`config.mk`:
```
export PLATFORM = sky130hd
export DESIGN_NAME = q_episode_driver
export DESIGN_NICKNAME = d
export VERILOG_FILES = /design/src/rtl/q_episode_driver.sv
export SDC_FILE = /design/constraint.sdc
export NUM_CORES = 1
export LEC_CHECK = 0
export BUFFER_PORTS_ARGS = -buffer_cell sky130_fd_sc_hd__buf_4
export CAP_MARGIN = 20
export CORE_MARGIN = 8
export CORE_UTILIZATION = 25
export CTS_BUF_LIST = sky130_fd_sc_hd__clkbuf_16
export DETAILED_ROUTE_END_ITERATION = 7
export PLACE_DENSITY = 0.51
export SLEW_MARGIN = 40
export SYNTH_ARGS = -nofsm -noshare
export SYNTH_HDL_FRONTEND = slang
export SYNTH_SLANG_ARGS = --single-unit
```
`constraint.sdc`:
```
create_clock -name clk -period 6.8 [get_ports clk]
set_input_delay 0.68 -clock clk [delete_from_list [all_inputs] [get_ports clk]]
set_output_delay 0.68 -clock clk [all_outputs]
set_load 0.1 [all_outputs]
```
`src/rtl/q_episode_driver.sv`:
```
// Gridworld agent driving the q_learning_core start/done interface: chooses an action,
// computes s' and a Q4.12 reward, issues one start per transition and tracks episodes.
module q_episode_driver #(
    parameter int unsigned        GRID_ROWS = 10,
    parameter int unsigned        GRID_COLS = 10,
    parameter int unsigned        START_ROW = 0,
    parameter int unsigned        START_COL = 0,
    parameter int unsigned        GOAL_ROW  = 9,
    parameter int unsigned        GOAL_COL  = 9,
    parameter int unsigned        MAX_STEPS = 255,
    parameter logic signed [15:0] R_STEP    = -16'sd4096,
    parameter logic signed [15:0] R_WALL    = -16'sd20480,
    parameter logic signed [15:0] R_GOAL    = 16'sd28672,
    parameter logic [15:0]        LFSR_SEED = 16'hACE1
) (
    input  logic               clk,
    input  logic               rst_n,
    input  logic               run,
    input  logic               act_force_en,
    input  logic [1:0]         act_force,
    input  logic               core_done,
    output logic               start,
    output logic [4:0]         s_row,
    output logic [4:0]         s_col,
    output logic [4:0]         s_prime_row,
    output logic [4:0]         s_prime_col,
    output logic [1:0]         action,
    output logic signed [15:0] reward,
    output logic               busy,
    output logic               episode_done,
    output logic [7:0]         step_cnt,
    output logic [15:0]        episode_cnt
);

    localparam int unsigned POS_W = 5;
    localparam int unsigned EXT_W = 6;
    localparam int unsigned CNT_W = 8;
    localparam int unsigned EP_W  = 16;
    localparam int unsigned LF_W  = 16;

    localparam logic [LF_W-1:0]  LFSR_MASK = 16'hB400;
    localparam logic [LF_W-1:0]  SEED_EFF  = (LFSR_SEED == 16'h0000) ? 16'h0001 : LFSR_SEED;
    localparam logic [POS_W-1:0] START_R   = POS_W'(START_ROW);
    localparam logic [POS_W-1:0] START_C   = POS_W'(START_COL);
    localparam logic [POS_W-1:0] GOAL_R    = POS_W'(GOAL_ROW);
    localparam logic [POS_W-1:0] GOAL_C    = POS_W'(GOAL_COL);
    localparam logic [EXT_W-1:0] ROWS_X    = EXT_W'(GRID_ROWS);
    localparam logic [EXT_W-1:0] COLS_X    = EXT_W'(GRID_COLS);
    localparam logic [CNT_W-1:0] STEP_LIM  = CNT_W'(MAX_STEPS);

    typedef enum logic [2:0] {
        S_IDLE,
        S_CHOOSE,
        S_COMPUTE,
        S_ISSUE,
        S_WAIT,
        S_ADVANCE
    } state_t;

    state_t             state, state_nxt;
    logic [LF_W-1:0]    lfsr, lfsr_nxt, lfsr_step;
    logic               armed, armed_nxt;
    logic [POS_W-1:0]   s_row_nxt, s_col_nxt, sp_row_nxt, sp_col_nxt;
    logic [1:0]         action_nxt;
    logic signed [15:0] reward_nxt;
    logic               start_nxt, busy_nxt, episode_done_nxt;
    logic [CNT_W-1:0]   step_cnt_nxt, step_inc;
    logic [EP_W-1:0]    episode_cnt_nxt;
    logic [EXT_W-1:0]   tgt_row, tgt_col;
    logic               off_grid, tgt_goal, ep_end;

    // Candidate move from the current state and registered action
    always_comb begin
        tgt_row  = {1'b0, s_row};
        tgt_col  = {1'b0, s_col};
        off_grid = 1'b0;
        case (action)
            2'd0: begin
                tgt_row  = {1'b0, s_row} - EXT_W'(1);
                off_grid = (s_row == '0);
            end
            2'd1: begin
                tgt_row  = {1'b0, s_row} + EXT_W'(1);
                off_grid = (tgt_row >= ROWS_X);
            end
            2'd2: begin
                tgt_col  = {1'b0, s_col} - EXT_W'(1);
                off_grid = (s_col == '0);
            end
            default: begin
                tgt_col  = {1'b0, s_col} + EXT_W'(1);
                off_grid = (tgt_col >= COLS_X);
            end
        endcase
        tgt_goal = (tgt_row[POS_W-1:0] == GOAL_R) && (tgt_col[POS_W-1:0] == GOAL_C);
    end

    assign lfsr_step = lfsr[0] ? ((lfsr >> 1) ^ LFSR_MASK) : (lfsr >> 1);
    assign step_inc  = step_cnt + CNT_W'(1);
    assign ep_end    = ((s_prime_row == GOAL_R) && (s_prime_col == GOAL_C)) || (step_inc == STEP_LIM);

    // Next-state and next-output logic
    always_comb begin
        state_nxt        = state;
        lfsr_nxt         = lfsr;
        armed_nxt        = armed;
        s_row_nxt        = s_row;
        s_col_nxt        = s_col;
        sp_row_nxt       = s_prime_row;
        sp_col_nxt       = s_prime_col;
        action_nxt       = action;
        reward_nxt       = reward;
        start_nxt        = 1'b0;
        episode_done_nxt = 1'b0;
        step_cnt_nxt     = step_cnt;
        episode_cnt_nxt  = episode_cnt;

        case (state)
            S_IDLE: begin
                if (run) state_nxt = S_CHOOSE;
            end
            S_CHOOSE: begin
                lfsr_nxt   = lfsr_step;
                action_nxt = act_force_en ? act_force : lfsr_step[1:0];
                state_nxt  = S_COMPUTE;
            end
            S_COMPUTE: begin
                if (off_grid) begin
                    sp_row_nxt = s_row;
                    sp_col_nxt = s_col;
                    reward_nxt = R_WALL;
                end else begin
                    sp_row_nxt = tgt_row[POS_W-1:0];
                    sp_col_nxt = tgt_col[POS_W-1:0];
                    reward_nxt = tgt_goal ? R_GOAL : R_STEP;
                end
                start_nxt = 1'b1;
                armed_nxt = 1'b0;
                state_nxt = S_ISSUE;
            end
            S_ISSUE: begin
                if (!core_done) armed_nxt = 1'b1;
                state_nxt = S_WAIT;
            end
            S_WAIT: begin
                // A done that was already high when the request went out never completes it
                if (core_done && armed) begin
                    state_nxt = S_ADVANCE;
                    if (ep_end) begin
                        s_row_nxt        = START_R;
                        s_col_nxt        = START_C;
                        step_cnt_nxt     = '0;
                        episode_cnt_nxt  = episode_cnt + EP_W'(1);
                        episode_done_nxt = 1'b1;
                    end else begin
                        s_row_nxt    = s_prime_row;
                        s_col_nxt    = s_prime_col;
                        step_cnt_nxt = step_inc;
                    end
                end else if (!core_done) begin
                    armed_nxt = 1'b1;
                end
            end
            S_ADVANCE: begin
                state_nxt = run ? S_CHOOSE : S_IDLE;
            end
            default: state_nxt = S_IDLE;
        endcase

        busy_nxt = (state_nxt != S_IDLE);
    end

    // State and output registers
    always_ff @(posedge clk or negedge rst_n) begin
        if (!rst_n) begin
            state        <= S_IDLE;
            lfsr         <= SEED_EFF;
            armed        <= 1'b0;
            s_row        <= START_R;
            s_col        <= START_C;
            s_prime_row  <= '0;
            s_prime_col  <= '0;
            action       <= '0;
            reward       <= '0;
            start        <= 1'b0;
            busy         <= 1'b0;
            episode_done <= 1'b0;
            step_cnt     <= '0;
            episode_cnt  <= '0;
        end else begin
            state        <= state_nxt;
            lfsr         <= lfsr_nxt;
            armed        <= armed_nxt;
            s_row        <= s_row_nxt;
            s_col        <= s_col_nxt;
            s_prime_row  <= sp_row_nxt;
            s_prime_col  <= sp_col_nxt;
            action       <= action_nxt;
            reward       <= reward_nxt;
            start        <= start_nxt;
            busy         <= busy_nxt;
            episode_done <= episode_done_nxt;
            step_cnt     <= step_cnt_nxt;
            episode_cnt  <= episode_cnt_nxt;
        end
    end

endmodule

```
==> results.cfg <==
[sta]
post-route-period-util = 0.387
fmax_mhz = 380
fin_crit_ns = 2.63
setup-tns-final_ns = 0
worst_pin_slew_ns = 0.729
report.final.hold_viol_count = 0
clock_skew_ns = 0.00609
rsz0062_at_grt = false
hold-worst-slack_ns = 0.360
slew_viol_final = 0
setup_ws_ns = 4.17
finalSetupViolations = 0
max-slew-margin-rel = 0.513

[clock_tree]
cts_max_level = 3
tritoncts = done
cts_hold_buf = 0
clkTransAtPathRegs_ns = 0.06
cts_resized = 0
root_buffer = clkbuf_16
insertion_delay_ns = 0.33
clockBufferDepth = 2
post-cts-setup-buffers = 0
cts.sinks = 72
numCtsBuffers = 9

[worst_setup_path]
arrival_ns = 2.89
crit_type = reg -> reg
path_delay_family = simple AND/OR/NAND/NOR gates
cp_slowest_stage_delay_ns = 0.50
critPathLaunchType = register
crit_required_ns = 7.06
crit_chain = ha_1, nand3_2, or3_4, a2111oi_4, nor2_2, nor4b_1, xor2_1
slowest_stage = a2111oi_4
path_max_fanout = 14
worstSetupEndpointType = register
regToRegSetupSlack_ns = 4.17
crit_buf_inv = 0

[routing]
drc_errors = 0
detail-route-antenna-nets = 0
wl_mm = 9.89
drt-wirelength-per-cell_um = 15.9
vias = 2988
via_per_inst = 4.80
dr.pass1.iters = 4
drt_first_iter_violations = 151

[placed_design]
hpwl_mm = 7.05
port_buffers = 59
routabilityCongestion = 0.820
post-place-ws_ns = 4.05
dp.cells = 607

[layout]
final_nets = 446
area_growth_pct = 23.0
diodes = 0
drive_above_1_share = 0.260
final_common_cell = dfrtp_1
layout.cells.non_filler = 623
final_cell_mix = 64 x dfrtp_1, 60 x buf_4, 36 x nand2_1, 24 x o21ai_0

[status]
run_status = finished, final reports clean

[global_routing]
grt_use_met3 = 0.0442
grt_pass1_wl_mm = 16.1
grt_use_met1 = 0.129
grt_max_degree = 73
grt_util_met2 = 0.154
grtUsageTotal = 0.102
overflow = 0
grt_most_used_layer = met2
antenna_found_initial = 0
grt_pass1_vias = 2946

[pwr]
cellLeakagePower_nw = 2.15
p_per_area_nw_per_um2 = 506
peakVddDrop_v = 0.000289
finalPower_mw = 2.41

[die]
ios = 72
start_util = 0.256
fp.dieW_um = 140
die_h_um = 140
die-area_um2 = 19700
rows = 45
core_region_area_um2 = 15100

[job]
maxCapViolCount = 0

[yosys]
yosysWarningCount = 0
ys_ff_latch = 72
synth_cells = 380
ys.flop_type = dfrtp_1
synth_area_um2 = 3870
synth_edf_count = 0
avgSynthCellArea_um2 = 10.2
synth_cell_types = 55
synth_seq_area_share = 0.468
ys_async_sr_fraction = 1.00

[min_path]
hold_class = in -> async
-- metrics by stage --
step	area [um2]	util
6_report	4760	0.314
3_5_place_dp	4430	0.293
3_3_place_gp	4420	0.292
5_1_grt	4760	0.314
4_1_cts	4750	0.314
2_1_floorplan	3910	-
-- routing by layer --
metal | vias to the layer above | routed length, um
li1 | 1436 | -
met5 | - | 0
met3 | 6 | 774
met2 | 70 | 4560
met4 | 0 | 68
met1 | 1476 | 4490
-- worst reg2reg max path, stage by stage (launching register included) --
cell       delay, ns
dfrtp_1         0.44
ha_1            0.27
nand3_2         0.12
or3_4           0.36
a2111oi_4       0.50
nor2_2          0.26
nor4b_1         0.44
xor2_1          0.17
-- flip-flops by register name, summed over array words and instances, names as in the netlist --
signal and count:
s_row 5, armed 1, s_col 5, busy 1, s_prime_col 5, s_prime_row 5
lfsr 16, episode_cnt 16, reward 3, start 1, episode_done 1, state 3
step_cnt 8, action 2
-- report_power, final --
| group | total (mW) | switching (mW) | internal, mW | leakage (nW) |
|---|---|---|---|---|
| sequential | 0.742 | 0.176 | 0.566 | 0.907 |
| combinational | 1.16 | 0.823 | 0.339 | 1.09 |
| clock | 0.507 | 0.186 | 0.321 | 0.148 |
-- Yosys cell counts, types with 2 or more instances --
cell	n	area, um2
nand4_1	8	50.1
buf_2	3	15.0
nor4b_1	3	26.3
nor3b_1	3	22.5
a22oi_1	3	22.5
mux2_2	16	180
a211oi_1	2	15.0
and3_1	7	43.8
nor3_1	12	60.1
nor2b_1	3	18.8
or3_1	3	18.8
clkbuf_1	15	56.3
a22o_1	6	52.6
nand4b_1	2	17.5
dfrtp_1	64	1600
and4_1	2	17.5
nor2_1	17	63.8
o21a_1	2	15.0
o2bb2ai_1	2	17.5
o21ai_0	24	120
nand3_1	13	65.1
nor4_1	6	37.5
nand2b_1	4	25.0
inv_1	10	37.5
or2_2	2	12.5
o311ai_0	2	17.5
nor4bb_1	2	20.0
a31oi_1	4	25.0
xor2_1	17	149
buf_4	13	97.6
mux2i_1	10	100
dfstp_2	8	210
a21oi_1	14	70.1
o31ai_1	2	15.0
buf_6	2	22.5
ha_1	9	113
xnor2_1	12	105
nand2_1	36	135
-- area by class of cell --
type	count	area, um2
fill	1574	10400
multi-input combinational	275	1880
sequential	72	1810
timing repair buffer	62	473
tap	188	235
clock buffer	9	225
clock inverter	7	96.3
inverter	10	37.5
-- kinds of logic (layout without fill, tap and decap cells) --
family,after synthesis,after routing,share of synthesized area
AOI/OAI and AO/OA,67,67,0.115
xor gates and xnor gates,29,29,0.0656
adders and majority gates,9,9,0.0291
buffers and inverters,44,88,0.0601
DFF,72,72,0.468
muxes,26,26,0.0724
other,1,12,0.000969
and+or+nand+nor,132,132,0.189
-- worst paths after layout --
kind	start	to	depth (start not counted)
min reg2reg	episode_cnt[15]	episode_cnt[15]	1
min in group clk	episode_cnt[15]	episode_cnt[15]	1
max	step_cnt[0]	episode_cnt[12]	7
min	rst_n	lfsr[12]	1
max in group asynchronous	rst_n	episode_cnt[6]	1
max reg2reg	step_cnt[0]	episode_cnt[12]	7
Note: power is estimated with default switching activity, not from simulation.
